$ cat src/rtl/seq_pattern_detector_fsm_if.sv
// Serial-detector bus: sample strobe, clear and data in; prefix state, hits and count out.
`timescale 1ns/1ps
interface seq_pattern_detector_fsm_if #(
  parameter int PAT_LEN = 4,
  parameter int CNT_W   = 8
);
  localparam int SW = $clog2(PAT_LEN + 1);

  logic             en;
  logic             clr;
  logic             din;
  logic [SW-1:0]    tt_ht;
  logic             hit_moore;
  logic             hit_mealy;
  logic [CNT_W-1:0] match_cnt;

  modport master (
    output en, clr, din,
    input  tt_ht, hit_moore, hit_mealy, match_cnt
  );

  modport slave (
    input  en, clr, din,
    output tt_ht, hit_moore, hit_mealy, match_cnt
  );
endinterface

$ cat src/rtl/seq_pattern_detector_fsm.sv
// Parametrised serial pattern detector with Moore and Mealy hit outputs.
// Optional saturating match counter enabled by SEQ_PATTERN_DETECTOR_MATCH_COUNT_EN.
`timescale 1ns/1ps
module seq_pattern_detector_fsm #(
  parameter int               PAT_LEN = 4,
  parameter logic [PAT_LEN-1:0] PATTERN = 4'b1011,
  parameter int               OVERLAP = 1,
  parameter int               CNT_W   = 8
) (
  input  logic                   clk,
  input  logic                   reset,
  seq_pattern_detector_fsm_if.slave bus
);

  localparam int SW = $clog2(PAT_LEN + 1);
  localparam int NS = 1 << SW;

  typedef logic [SW-1:0] state_t;

  localparam state_t FULL = state_t'(PAT_LEN);

  if (PAT_LEN < 2 || PAT_LEN > 16) begin : g_bad_len
    $error("seq_pattern_detector_fsm: PAT_LEN must be 2..16");
  end

  function automatic logic pat_bit(input int i);
    logic [PAT_LEN-1:0] t;
    t = PATTERN >> i;
    return t[0];
  endfunction

  // Longest pattern prefix that is a suffix of (first k pattern bits, then b).
  function automatic int next_prefix(input int k, input logic b);
    int   best;
    int   idx;
    logic ok;
    logic s_bit;
    best = 0;
    if (k <= PAT_LEN) begin
      for (int j = 1; j <= PAT_LEN; j++) begin
        if (j <= k + 1) begin
          ok = 1'b1;
          for (int m = 0; m < j; m++) begin
            idx   = k + 1 - j + m;
            s_bit = (idx == k) ? b : pat_bit(PAT_LEN - 1 - idx);
            if (s_bit != pat_bit(PAT_LEN - 1 - m)) begin
              ok = 1'b0;
            end
          end
          if (ok) begin
            best = j;
          end
        end
      end
    end
    return best;
  endfunction

  state_t nx0_s [NS];
  state_t nx1_s [NS];

  // Unused encodings above PAT_LEN fall back to S0.
  for (genvar k = 0; k < NS; k++) begin : g_tab
    localparam int     KE = (k == PAT_LEN && OVERLAP == 0) ? 0 : k;
    localparam state_t N0 = state_t'(next_prefix(KE, 1'b0));
    localparam state_t N1 = state_t'(next_prefix(KE, 1'b1));
    assign nx0_s[k] = N0;
    assign nx1_s[k] = N1;
  end

  state_t tt_ht_q;
  state_t tt_ht_d;
  state_t tt_kt_s;
  logic   hit_moore_q;
  logic   hit_moore_d;
  logic   hit_mealy_s;

  // Next-state lookup, Mealy hit and registered-output next values.
  always_comb begin
    tt_kt_s     = bus.din ? nx1_s[tt_ht_q] : nx0_s[tt_ht_q];
    hit_mealy_s = bus.en & ~bus.clr & ~reset & (tt_kt_s == FULL);
    if (bus.clr) begin
      tt_ht_d = {SW{1'b0}};
    end else if (bus.en) begin
      tt_ht_d = tt_kt_s;
    end else begin
      tt_ht_d = tt_ht_q;
    end
    hit_moore_d = (tt_ht_d == FULL);
  end

  // Prefix-length state and registered Moore hit.
  always_ff @(posedge clk or posedge reset) begin
    if (reset) begin
      tt_ht_q     <= {SW{1'b0}};
      hit_moore_q <= 1'b0;
    end else begin
      tt_ht_q     <= tt_ht_d;
      hit_moore_q <= hit_moore_d;
    end
  end

  assign bus.tt_ht     = tt_ht_q;
  assign bus.hit_moore = hit_moore_q;
  assign bus.hit_mealy = hit_mealy_s;

`ifdef SEQ_PATTERN_DETECTOR_MATCH_COUNT_EN
  logic [CNT_W-1:0] cnt_q;
  logic [CNT_W-1:0] cnt_d;

  // Saturating counter; clear wins over a coincident hit.
  always_comb begin
    if (bus.clr) begin
      cnt_d = {CNT_W{1'b0}};
    end else if (hit_mealy_s && (cnt_q != {CNT_W{1'b1}})) begin
      cnt_d = cnt_q + CNT_W'(1);
    end else begin
      cnt_d = cnt_q;
    end
  end

  // Match counter register.
  always_ff @(posedge clk or posedge reset) begin
    if (reset) begin
      cnt_q <= {CNT_W{1'b0}};
    end else begin
      cnt_q <= cnt_d;
    end
  end

  assign bus.match_cnt = cnt_q;
`else
  assign bus.match_cnt = {CNT_W{1'b0}};
`endif

endmodule

$ cat src/flat_wrapper.sv
// flat-port wrapper written by rule: the top's interface ports become plain ports
module seq_pattern_detector_fsm_flat 
#(
  parameter int               PAT_LEN = 4,
  parameter logic [PAT_LEN-1:0] PATTERN = 4'b1011,
  parameter int               OVERLAP = 1,
  parameter int               CNT_W   = 8
)
  (clk, reset, bus_en, bus_clr, bus_din, bus_tt_ht, bus_hit_moore, bus_hit_mealy, bus_match_cnt);
  seq_pattern_detector_fsm_if #(.PAT_LEN(PAT_LEN), .CNT_W(CNT_W)) bus_i ();
  input  logic clk;
  input  logic reset;
  input wire logic [$bits(bus_i.en)-1:0] bus_en;
  input wire logic [$bits(bus_i.clr)-1:0] bus_clr;
  input wire logic [$bits(bus_i.din)-1:0] bus_din;
  output wire logic [$bits(bus_i.tt_ht)-1:0] bus_tt_ht;
  output wire logic [$bits(bus_i.hit_moore)-1:0] bus_hit_moore;
  output wire logic [$bits(bus_i.hit_mealy)-1:0] bus_hit_mealy;
  output wire logic [$bits(bus_i.match_cnt)-1:0] bus_match_cnt;
  assign bus_i.en = bus_en;
  assign bus_i.clr = bus_clr;
  assign bus_i.din = bus_din;
  assign bus_tt_ht = bus_i.tt_ht;
  assign bus_hit_moore = bus_i.hit_moore;
  assign bus_hit_mealy = bus_i.hit_mealy;
  assign bus_match_cnt = bus_i.match_cnt;
  seq_pattern_detector_fsm #(.PAT_LEN(PAT_LEN), .PATTERN(PATTERN), .OVERLAP(OVERLAP), .CNT_W(CNT_W)) u_core (.clk(clk), .reset(reset), .bus(bus_i));
endmodule
$ cat config.mk
export PLATFORM = sky130hd
export DESIGN_NAME = seq_pattern_detector_fsm_flat
export DESIGN_NICKNAME = d
export VERILOG_FILES = /design/src/rtl/seq_pattern_detector_fsm_if.sv /design/src/rtl/seq_pattern_detector_fsm.sv /design/src/flat_wrapper.sv
export SDC_FILE = /design/constraint.sdc
export NUM_CORES = 1
export LEC_CHECK = 0
export CORE_AREA = 2 2 39 41
export DETAILED_ROUTE_END_ITERATION = 8
export DIE_AREA = 0 0 41 43
export PLACE_DENSITY = 0.6
export SLEW_MARGIN = 20
export SYNTH_ARGS = -nofsm -noshare
export SYNTH_HDL_FRONTEND = slang
export SYNTH_SLANG_ARGS = --single-unit
export TNS_END_PERCENT = 1
$ cat constraint.sdc
create_clock -name clk -period 1.3 [get_ports clk]
set_input_delay 0.26 -clock clk [delete_from_list [all_inputs] [get_ports clk]]
set_output_delay 0.26 -clock clk [all_outputs]
set_load 0.01 [all_outputs]
### Word level (Yosys, flattened, before mapping)

Memory sizes are Yosys's and may differ from the RTL's.
Index checks and enable logic that the tools add are counted.

| word-level totals | value |
|---|---|
| memories | 2 |
| bits in registers | 4 |
| ROM bits | 48 |
| word-level logic and storage cells | 20 |
| output and inout port bits | 13 |
| bits of input ports | 5 |

| operators by class | value |
|---|---|
| magnitude comparators | 1 |
| equal/unequal tests | 2 |
| multiplexer cells | 7 |
| bitwise gates (word level) | 6 |

Memories:

| memory | words | width | rd ports | clocked after Yosys merged registers in | wr ports | RTL line | text |
|---|---|---|---|---|---|---|---|
| (no name shown) | 8 | 3 | 1 | 0 | 0 | seq_pattern_detector_fsm.sv:80 | `tt_kt_s = bus.din ? nx1_s[tt_ht_q] : nx0_s[tt_ht_q];` |
| (no name shown) | 8 | 3 | 1 | 0 | 0 | seq_pattern_detector_fsm.sv:80 |  |

Operators by type and width:

| operator | number |
|---|---|
| two-way mux 3 bit | 7 |
| == test 3 bit (second input constant) | 2 |
| >= comparator 4 bit (second input constant) | 1 |
| inverter 3 -> 4 bit | 1 |
| bitwise AND 1 bit | 3 |
| inverter 1 bit | 2 |

### Depth between registers and ports, before layout

Gate-level depths: netlist (run 1).

| logic depth | value |
|---|---|
| depth in word-level cells | 8 |
| gate-level depth with buffers | 4 |
| gate-level depth less buffers | 3 |

### Worst setup path after synthesis (run 1)

OpenSTA, ideal clock, no wires.

| timing | value |
|---|---|
| path kind | reg2out |
| start point | register u_core.tt_ht_q[2], in the netlist u_core.bus.tt_ht[2] |
| end point | output bus_hit_mealy |
| arrival | 0.963 ns |
| buffers on the path | 1 |
| path slack | 0.077 ns |
| required time | 1.040 ns |
| cell stages (with the launch flop) | 5 |
| path through | dfrtp_1 buf_6 nor2b_4 nand4_2 nor3_2 |

| between the ends | value |
|---|---|
| word-level cells in the longest chain between the ends | 7 |
| elaborated cells between the ends (all ways) | 10 |
| classes of those cells | 1 x eq/ne; 5 x mux; 2 x bitwise; 2 x memory |

RTL lines:

| element | RTL line | text |
|---|---|---|
| start, declared | seq_pattern_detector_fsm.sv:71 | `state_t tt_ht_q;` |
| start signal, assigned | seq_pattern_detector_fsm.sv:95 | `tt_ht_q <= {SW{1'b0}};` |
| start signal, assigned | seq_pattern_detector_fsm.sv:98 | `tt_ht_q <= tt_ht_d;` |
| inverter 3 -> 4 bit (implied by the code) (*) | seq_pattern_detector_fsm.sv:80 |  |
| memory (8 x 3 bit) | -- |  |
| two-way mux 3 bit (implied by the code) (2 in series) | seq_pattern_detector_fsm.sv:80 |  |
| two-way mux 3 bit (*) | seq_pattern_detector_fsm.sv:80 |  |
| == test 3 bit (*) | seq_pattern_detector_fsm.sv:81 | `hit_mealy_s = bus.en & ~bus.clr & ~reset & (tt_kt_s == FULL);` |
| bitwise AND 1 bit (*) | seq_pattern_detector_fsm.sv:81 |  |
| end, declared | flat_wrapper.sv:18 | `output wire logic [$bits(bus_i.hit_mealy)-1:0] bus_hit_mealy;` |

Every way passes the cells marked *; elsewhere a longest branch is shown, timed or not. The select of a mux whose other input is x is not followed.

### Worst setup path in the final report (run 1)

Ends and elaborated chain as after synthesis.

==> results of run 1 <==
-- final cells by class --
class                   instances  area [um2]
flip-flops and latches          4         100
clock buffers                   3        22.5
inverters                       2        7.51
repair buffers                 14         104
fillers                       152         957
well taps                      16        20.0
multi-input cells              26         173
-- flip-flops by register name, indices dropped and copies added, names as in the netlist --
name                  cells
u_core.bus.hit_moore      1
u_core.bus.tt_ht          3
-- cell usage in the layout, fill, tap and decap left out --
master / count
o41ai_2: 1
nor3b_1: 2
nand3_1: 1
nand2_1: 2
buf_4: 5
nor2b_4: 1
dfrtp_1: 4
nand4_4: 1
nand4b_1: 1
nor3_2: 1
clkbuf_2: 3
buf_2: 1
mux2i_1: 1
nor2_1: 1
o21ai_1: 2
dlygate4sd2_1: 3
nor2b_1: 1
a21oi_1: 3
clkdlybuf4s50_1: 2
inv_1: 2
clkbuf_4: 3
conb_1: 8
-- critical path, delay by kind of cell (launching register included) --
| family | cells | cell delay (ns) |
|---|---|---|
| flip-flops | 1 | 0.39 |
| AND/OR/NAND/NOR | 3 | 0.37 |
| buffers and inverters | 1 | 0.15 |
-- timing repair --
action / 4_1_cts / 5_1_grt
hold buffers: 0 / 0
setup endpoints to repair: 5 / 4
gates resized for setup: 13 / 4
-- metal layers --
layer / vias up / track usage, % / wire, um
met5: - / 0 / 0
met4: 0 / 6.00 / 0
met3: 0 / 3.14 / 20
met1: 139 / 9.80 / 262
met2: 7 / 12.5 / 316
li1: 129 / - / -
-- cells by family (layout without fill, tap and decap cells) --
family	count (synthesis)	after routing	synth area share, %
AO/OA/AOI/OAI	6	6	13.0
buffers and inverters	11	19	24.9
flip-flops	4	4	31.6
multiplexers	1	1	3.16
other	1	8	1.18
AND/OR/NAND/NOR	11	11	26.1
-- power by group through the flow --
stage / sequential, W / clock, W / combinational [W]
finish: 0.000131 / 0.000147 / 0.0000647
global placement: 0.000131 / 0 / 0.0000676
floorplan: 0.000135 / 0 / 0.0000460
detailed placement: 0.000131 / 0 / 0.0000687
CTS: 0.000131 / 0.000151 / 0.0000666
global route: 0.000131 / 0.000166 / 0.0000712
-- how the worst max path moves through the flow --
stage                    end  slack (ns)  depth (start not counted)
2_1_floorplan  bus_hit_mealy        0.08                          4
3_3_place_gp   bus_hit_mealy       -0.70                          5
3_5_place_dp   bus_hit_mealy       -0.70                          5
4_1_cts        bus_hit_mealy       -0.11                          4
5_1_grt        bus_hit_mealy       -0.19                          4
6_report       bus_hit_mealy        -0.1                          4
-- synth_stat cells --
master,n,area (um2)
nor2_1,1,3.75
nor2b_1,1,6.26
nor3_2,1,10.0
nand2_1,2,7.51
conb_1,1,3.75
a21oi_1,3,15.0
mux2i_1,1,10.0
nor2b_4,1,13.8
dfrtp_1,4,100
buf_6,1,11.3
nand4b_1,1,8.76
buf_4,8,60.1
nand3_1,1,5.00
inv_1,2,7.51
nand4_2,1,12.5
o21ai_1,2,10.0
nor3b_1,2,15.0
o41ai_2,1,16.3
-- through the flow --
step / cells / total power (W) / setup TNS, ns / hold WS [ns]
after floorplan: 41 / 0.000181 / 0 / 0.0261
final: 65 / 0.000343 / -0.0990 / 0.279
after CTS: 65 / 0.000348 / -0.149 / 0.283
after global placement: 62 / 0.000199 / -0.856 / 0.506
after global routing: 65 / 0.000368 / -0.185 / 0.292
after detailed placement: 62 / 0.000200 / -0.870 / 0.515
==> impl_metrics.py, run 1 <==
metrics = {
    "run_status": {
        "status": "complete, but fails checks",
        "violations": "setup timing",
    },
    "die": {
        "ios": 18,
        "rows": 14,
        "core_area_um2": 1380,
        "die-area_um2": 1760,
        "chipWidth_um": 41,
        "die_h_um": 43,
        "start_util_pct": 22.9,
    },
    "setup_path": {
        "worstPathArrival_ns": 1.14,
        "startpoint_type": "flop",
        "cp_slowest_cell": "dfrtp_1",
        "worstPathMaxFanout": 3,
        "startpoint": "u_core.bus.tt_ht[2]",
        "reg2reg_depth": 4,
        "endpoint_kind": "output pin",
        "timing.reg2reg.setup_slack_ns": 0.19,
        "r2r_end": "u_core.bus.tt_ht[1]",
        "crit_required_ns": 1.04,
        "r2r_start": "u_core.bus.tt_ht[0]",
        "crit_path_cell_trace": "nor2b_4, nand4_4, nor3_2, buf_2",
        "crit_type": "flop to output pin",
        "critPathMaxStageDelay_ns": 0.39,
    },
    "route": {
        "wl_um": 599,
        "vias": 275,
        "antenna_left": 0,
        "dr.first_iter.drc_count": 4,
        "vias_per_cell": 4.23,
        "wl_per_cell_um": 9.22,
        "first_pass_iters": 4,
        "drc": 0,
    },
    "finish": {
        "utilization_pct": 30.8,
        "syn2layout_area_growth_pct": 34.8,
        "drive_above_1_share_pct": 32.7,
        "final_cell_area_um2": 427,
        "diodes": 0,
        "finalNetCount": 56,
    },
    "clock_network": {
        "clock-root-buffer": "clkbuf_4",
        "clock_sinks": 4,
        "cts_tree": "done",
        "cts_buffer_depth": 2,
        "clk_pin_slew_ns": 0.04,
        "numCtsBuffers": 3,
        "post_cts_buffers": 0,
        "h-tree-depth": 1,
        "clock_latency_ns": 0.23,
    },
    "logic_synthesis": {
        "ys_seq_area_share_pct": 31.6,
        "synth_cell_type_count": 18,
        "synth_area_um2": 317,
        "syn_avg_cell_area_um2": 9.31,
        "synth_cells": 34,
        "ys_warn_count": 0,
        "ys_ff_latch": 4,
    },
    "global_route": {
        "grt_overflow": 0,
        "grt_usage_pct": 8.58,
        "grt_max_degree": 8,
        "grt_first_pass_wirelength_um": 979,
        "grt_antenna_before_repair": 0,
        "grt_pass1_vias": 263,
    },
    "power_and_ir_drop": {
        "p_per_area_nw_per_um2": 803,
        "pwr-share-comb_pct": 18.9,
        "leakage_nw": 0.219,
        "seqPwrFrac_pct": 38.1,
        "p_switching_w": 0.0000845,
        "clockPowerShare_pct": 43.0,
        "max-vdd-ir-drop_mv": 0.283,
        "internal_power_w": 0.000258,
        "switching_share_pct": 24.6,
    },
    "sta": {
        "period_minus_slack_ns": 1.40,
        "slew_violations": 0,
        "finalCritPeriodShare_pct": 108,
        "report.final.hold_viol_count": 0,
        "fmax_mhz": 715,
        "clock_skew_ns": 0.000538,
        "finalSetupViolCount": 1,
        "rsz0062_at_grt": "true",
        "fin_ws_ns": -0.0990,
    },
    "min_path": {
        "hp-class": "primary input to asynchronous set/reset pin",
    },
    "place": {
        "placed_area_um2": 419,
        "portBuffers": 9,
        "hpwl_um": 468,
        "place_ws_ns": -0.703,
        "gp_congestion": 0.733,
    },
    "flow_run": {
        "max_cap_violations": 0,
    },
}
Power figures use the tool's default switching activity.
==> inputs of run 2 (changes only) <==
--- a/config.mk
+++ b/config.mk
@@ -5,10 +5,11 @@
 export SDC_FILE = /design/constraint.sdc
 export NUM_CORES = 1
 export LEC_CHECK = 0
+export ABC_AREA = 1
 export CORE_AREA = 2 2 39 41
 export DETAILED_ROUTE_END_ITERATION = 8
 export DIE_AREA = 0 0 41 43
-export PLACE_DENSITY = 0.6
+export PLACE_DENSITY = 0.58
 export SLEW_MARGIN = 20
 export SYNTH_ARGS = -nofsm -noshare
 export SYNTH_HDL_FRONTEND = slang
==> constraint.sdc (replaced) <==
create_clock -name clk -period 1.3 [get_ports clk]
set_input_delay 0.13 -clock clk [delete_from_list [all_inputs] [get_ports clk]]
set_output_delay 0.13 -clock clk [all_outputs]
set_load 0.01 [all_outputs]
==> run 2 against run 1 <==
- the run now ends clean
- sequential power rose by 3%
- die area unchanged
- highest routed layer unchanged
- non-clock buffer count up 4
- largest cell class is now buffers
- final cell count up 15%
- via count up 7.3%
==> impl_metrics.py, run 2 <==
metrics = {
    "sta": {
        "clock_skew_ns": 0.00462,
        "finalSetupViolCount": 0,
        "period_minus_slack_ns": 1.22,
        "report.final.hold_viol_count": 0,
        "fin_setup_tns_ns": 0,
        "fin_ws_ns": 0.0804,
        "finalCritPeriodShare_pct": 93.8,
        "slew_violations": 0,
        "rsz0062_at_grt": "false",
        "fmax_mhz": 820,
    },
    "logic_synthesis": {
        "synth_area_um2": 289,
        "ys_ff_latch": 4,
        "synth_cells": 39,
        "ys_seq_area_share_pct": 34.6,
        "synth-edff-count": 0,
        "synth_cell_type_count": 16,
        "yosys-top-cells-count": "buf_4 (8), nand2_1 (7), dfrtp_1 (4), inv_1 (4), nor2_1 (4)",
        "synth_top_area_cell": "dfrtp_1",
        "syn_avg_cell_area_um2": 7.41,
        "synth-xor-area-share_pct": 0,
        "synth_ff_type": "dfrtp_1",
        "yosys-top-cells-area": "dfrtp_1 (35%), buf_4 (21%), nand2_1 (9.1%)",
        "synthMuxAreaShare_pct": 0,
        "synth_top_area_share_pct": 34.6,
        "yosys.area_share.simple_pct": 26.0,
        "synthArstFlopShare_pct": 100,
        "synth_top_family_by_area": "buffers and inverters",
        "synthAdderAreaFrac_pct": 0,
        "synth-compound-area-share_pct": 10.8,
        "yosysMostFrequentCell": "buf_4",
        "ys_warn_count": 0,
    },
    "place": {
        "place_ws_ns": -0.397,
        "hpwl_um": 554,
        "gp_congestion": 0.765,
        "placed_cells": 72,
        "portBuffers": 9,
    },
    "clock_network": {
        "numCtsBuffers": 3,
        "clk_pin_slew_ns": 0.04,
        "clock-root-buffer": "clkbuf_4",
        "clock_latency_ns": 0.23,
        "cts_tree": "done",
        "clock_sinks": 4,
        "h-tree-depth": 1,
        "cts_buffer_depth": 2,
    },
    "finish": {
        "diodes": 0,
        "drive_above_1_share_pct": 30.5,
        "syn2layout_area_growth_pct": 57.6,
        "largest_reg_flops": 3,
        "finalNetCount": 66,
        "instances_no_fill": 75,
        "layout_common_cells": "buf_4 (9), conb_1 (8), nand2_1 (7)",
        "final_common_cell": "buf_4",
        "utilization_pct": 32.9,
    },
    "power_and_ir_drop": {
        "leakage_nw": 0.257,
        "power_w": 0.000373,
        "p_per_area_nw_per_um2": 820,
        "max-vdd-ir-drop_mv": 0.452,
    },
    "global_route": {
        "grt_first_pass_wirelength_um": 897,
        "grt_pass1_vias": 237,
        "grt_usage_pct": 7.78,
        "grt_max_degree": 6,
        "grt_antenna_before_repair": 0,
        "grt_overflow": 0,
    },
    "die": {
        "die_h_um": 43,
        "die-area_um2": 1760,
        "chipWidth_um": 41,
        "start_util_pct": 20.9,
        "ios": 18,
        "core_area_um2": 1380,
        "rows": 14,
    },
    "flow_run": {
        "max_cap_violations": 0,
    },
    "setup_path": {
        "startpoint_type": "primary input",
        "timing.reg2reg.setup_slack_ns": 0.12,
        "endpoint_kind": "output pin",
        "critPathMaxStageDelay_ns": 0.47,
        "path_buf_inv": 3,
        "worstPathArrival_ns": 1.09,
        "crit_required_ns": 1.17,
        "cp_slowest_cell": "clkdlybuf4s50_1",
        "crit_path_cell_trace": "clkdlybuf4s50_1, inv_1, nor4_2, buf_2",
        "worstPathMaxFanout": 2,
        "crit_type": "primary input to output pin",
        "critPathTopFamily": "buffers and inverters",
    },
    "route": {
        "vias": 295,
        "wl_per_cell_um": 8.44,
        "antenna_left": 0,
        "first_pass_iters": 4,
        "vias_per_cell": 3.93,
        "wl_um": 633,
        "dr.first_iter.drc_count": 2,
        "drc": 0,
    },
    "min_path": {
        "hp-class": "primary input to asynchronous set/reset pin",
    },
    "run_status": {
        "status": "complete, no violations",
    },
}
run 2: where the power goes:
group | total (W) | switching, W | internal (W) | leakage (nW)
combinational | 0.0000927 | 0.0000492 | 0.0000435 | 0.190
clock | 0.000145 | 0.0000428 | 0.000103 | 0.0138
sequential | 0.000135 | 0.00000337 | 0.000132 | 0.0536
run 2: layout make-up:
type	count	area [um2]
clock buffers	3	22.5
fillers	156	928
inverters	5	18.8
multi-input cells	29	143
flip-flops and latches	4	100
well taps	16	20.0
repair buffers	18	151
run 2: worst paths after layout:
kind                            cells after the start           startpoint                   end
worst max-delay path                                4               bus_en         bus_hit_mealy
min in group clk                                    7              bus_din   u_core.bus.tt_ht[1]
worst max register to register                      7  u_core.bus.tt_ht[0]  u_core.bus.hit_moore
worst min register to register                      3  u_core.bus.tt_ht[0]   u_core.bus.tt_ht[2]
max in group asynchronous                           2                reset   u_core.bus.tt_ht[1]
worst min-delay path                                2                reset  u_core.bus.hit_moore
run 2: worst reg2reg max path, cell delays in order (launching register included):
cell     delay (ns)
dfrtp_1        0.38
buf_4          0.15
o21ai_0        0.22
nand2_1        0.09
nand2_1        0.07
nand2_1        0.06
nand2_1        0.07
nor2_2         0.04
run 2: metrics by stage:
step	instance area, um2	hold WS, ns
after floorplan	315	-0.104
after global placement	433	0.355
after detailed placement	433	0.368
after CTS	447	0.121
after global routing	455	0.159
final	455	0.145
run 2: timing repair:
item / CTS / global route
hold buffers: 0 / 0
setup buffers: 0 / 0
endpoints found under the setup margin: 4 / 1
resized for setup: 8 / 2
cloned: 0 / 0
run 2: kinds of logic (layout without fill, tap and decap cells):
logic type             after synthesis  count (layout)
AOI/OAI and AO/OA                    5               5
buffers and inverters               13              26
DFF                                  4               4
other                                1               8
and+or+nand+nor                     16              16
run 2: per-layer routing:
metal / vias to the layer above / part of all wire (%) / track usage, %
li1: 148 / - / -
met1: 138 / 36 / 8.85
met2: 9 / 58 / 11.9
met3: 0 / 6.0 / 1.57
met4: 0 / 0 / 6.00
met5: - / 0 / 0
==> inputs of run 3 (changes only) <==
--- a/config.mk
+++ b/config.mk
@@ -7,9 +7,10 @@
 export LEC_CHECK = 0
 export ABC_AREA = 1
 export CORE_AREA = 2 2 39 41
+export CTS_CLUSTER_SIZE = 24
 export DETAILED_ROUTE_END_ITERATION = 8
 export DIE_AREA = 0 0 41 43
-export PLACE_DENSITY = 0.58
+export PLACE_DENSITY = 0.6
 export SLEW_MARGIN = 20
 export SYNTH_ARGS = -nofsm -noshare
 export SYNTH_HDL_FRONTEND = slang
==> constraint.sdc (replaced) <==
create_clock -name clk -period 1 [get_ports clk]
set_input_delay 0.1 -clock clk [delete_from_list [all_inputs] [get_ports clk]]
set_output_delay 0.1 -clock clk [all_outputs]
set_load 0.01 [all_outputs]
==> run 3 against run 2 <==
- the flow now finishes with violations (setup timing)
- register-to-register slack worse by 0.21 ns
- count of clock-buffer cells in the layout unchanged
- hold slack worse by 0.038 ns
- global-route usage up 0.61 points
- setup slack worse by 0.24 ns
- combinational power up 28%
- via count down 4.1%
- critical endpoint unchanged
- critical path type is now flop to output pin
- clock power up 35%
- power up 31%
- die area unchanged
==> impl_metrics.py, run 3 (synthesis gave the netlist of run 2 again) <==
metrics = {
    "power_and_ir_drop": {
        "leakage_nw": 0.246,
        "max-vdd-ir-drop_mv": 0.722,
        "p_per_area_nw_per_um2": 1110,
    },
    "run_status": {
        "status": "complete, but fails checks",
        "violations": "setup timing",
    },
    "route": {
        "wl_per_cell_um": 8.12,
        "vias": 283,
        "drc": 0,
        "first_pass_iters": 4,
        "vias_per_cell": 3.82,
        "antenna_left": 0,
        "wl_um": 601,
        "dr.first_iter.drc_count": 7,
    },
    "finish": {
        "nFillCells": 154,
        "final_cell_area_um2": 443,
        "diodes": 0,
        "instances_no_fill": 74,
        "regArea_um2": 100,
        "largest_reg_flops": 3,
        "utilization_pct": 32.0,
        "drive_above_1_share_pct": 39.7,
        "finalNetCount": 65,
        "multi_input_area_um2": 154,
        "syn2layout_area_growth_pct": 53.2,
        "layout_common_cells": "conb_1 (8), buf_4 (8), nand2_1 (7), buf_2 (4), dfrtp_1 (4)",
    },
    "sta": {
        "hold_ws_ns": 0.107,
        "rsz0062_at_grt": "true",
        "finalCritPeriodShare_pct": 116,
        "fin_setup_tns_ns": -0.294,
        "clock_skew_ns": 0.00368,
        "period_minus_slack_ns": 1.16,
        "report.final.hold_viol_count": 0,
        "finalSetupViolCount": 6,
        "fmax_mhz": 863,
        "slew_violations": 0,
        "fin_ws_ns": -0.158,
    },
    "place": {
        "portBuffers": 9,
        "gp_congestion": 0.842,
        "placed_cells": 71,
        "hpwl_um": 513,
        "placed_area_um2": 432,
    },
    "die": {
        "start_util_pct": 20.9,
        "die-area_um2": 1760,
        "rows": 14,
        "ios": 18,
        "die_h_um": 43,
        "chipWidth_um": 41,
        "core_area_um2": 1380,
    },
    "flow_run": {
        "max_cap_violations": 0,
    },
    "setup_path": {
        "endpoint_kind": "output pin",
        "critPathTopFamily": "flip-flops",
        "worstPathArrival_ns": 1.06,
        "critPathMaxStageDelay_ns": 0.34,
        "reg2reg_depth": 7,
        "crit_path_cell_trace": "nand2_1, inv_2, nand3_2, nor4_2, buf_2",
        "cp_slowest_cell": "dfrtp_1",
        "worstPathMaxFanout": 2,
        "r2r_start": "u_core.bus.tt_ht[0]",
        "crit_type": "flop to output pin",
        "timing.reg2reg.setup_slack_ns": -0.09,
        "r2r_end": "u_core.bus.hit_moore",
        "startpoint_type": "flop",
        "crit_required_ns": 0.90,
        "path_buf_inv": 2,
    },
    "min_path": {
        "hp-class": "primary input to asynchronous set/reset pin",
    },
    "global_route": {
        "grt_antenna_before_repair": 0,
        "grt_max_degree": 6,
        "grt_overflow": 0,
        "grt_first_pass_wirelength_um": 972,
        "grt_pass1_vias": 258,
        "grt_usage_pct": 8.38,
    },
    "clock_network": {
        "clk_pin_slew_ns": 0.04,
        "post_cts_buffers": 0,
        "clock-root-buffer": "clkbuf_4",
        "numCtsBuffers": 3,
        "cts_tree": "done",
        "clock_sinks": 4,
        "cts_buffer_depth": 2,
        "ctsHoldBuffers": 0,
        "h-tree-depth": 1,
        "clock_latency_ns": 0.23,
    },
}
## run 3: changes by cell type in the layout (fill, tap and decap cells not counted), sizes merged
cell,before,now
clkdlybuf4s50,4,3
dlygate4sd2,3,2
dlymetal6s2s,1,0
buf,10,12
## run 3: worst max-delay path by stage
stage                              startpoint              endpoint  cells after the start
after floorplan           u_core.bus.tt_ht[0]  u_core.bus.hit_moore                      6
after global placement                bus_din         bus_hit_mealy                      6
after detailed placement              bus_din         bus_hit_mealy                      6
after CTS                 u_core.bus.tt_ht[2]         bus_hit_mealy                      4
after global routing      u_core.bus.tt_ht[1]         bus_hit_mealy                      5
final                     u_core.bus.tt_ht[1]         bus_hit_mealy                      5
## run 3: per-stage QoR
stage          setup WS [ns]  total power, W
2_1_floorplan        -0.0434        0.000254
3_3_place_gp          -0.596        0.000299
3_5_place_dp          -0.599        0.000300
4_1_cts               -0.190        0.000497
5_1_grt               -0.256        0.000528
6_report              -0.158        0.000491
## run 3: power breakdown
| part | switching, W | internal, W | total (W) |
|---|---|---|---|
| clock network | 0.0000617 | 0.000134 | 0.000196 |
| registers | 0.00000454 | 0.000171 | 0.000176 |
| logic | 0.0000666 | 0.0000527 | 0.000119 |
| total | 0.000133 | 0.000358 | 0.000491 |
## run 3: routing by layer
metal / part of all wire (%) / vias up / GRT usage [%]
li1: - / 147 / -
met1: 43 / 128 / 10.5
met2: 49 / 8 / 11.3
met3: 7.0 / 0 / 4.71
met4: 0 / 0 / 4.00
met5: 0 / - / 0
## run 3: cell type report
| cell class | instances | area share (%) |
|---|---|---|
| Multi-Input combinational cell | 29 | 34.7 |
| Timing Repair Buffer | 17 | 28.8 |
| Sequential cell | 4 | 22.6 |
| Clock buffer | 3 | 5.08 |
| Tap cell | 16 | 4.52 |
| Inverter | 5 | 4.24 |
## run 3: worst reg2reg max path: stages (launching register included)
cell and delay (ns):
dfrtp_1 0.38, buf_4 0.16, o21ai_2 0.13, nand2_1 0.07, nand2_1 0.07, nand2_1 0.06
nand2_1 0.07, nor2_2 0.03
## run 3: what timing repair did
| item | CTS | global route |
|---|---|---|
| hold endpoints to repair | 0 | 0 |
| gates resized for setup | 22 | 1 |
| cloned | 0 | 0 |
| pin swaps | 1 | 0 |
| endpoints found under the setup margin | 8 | 7 |
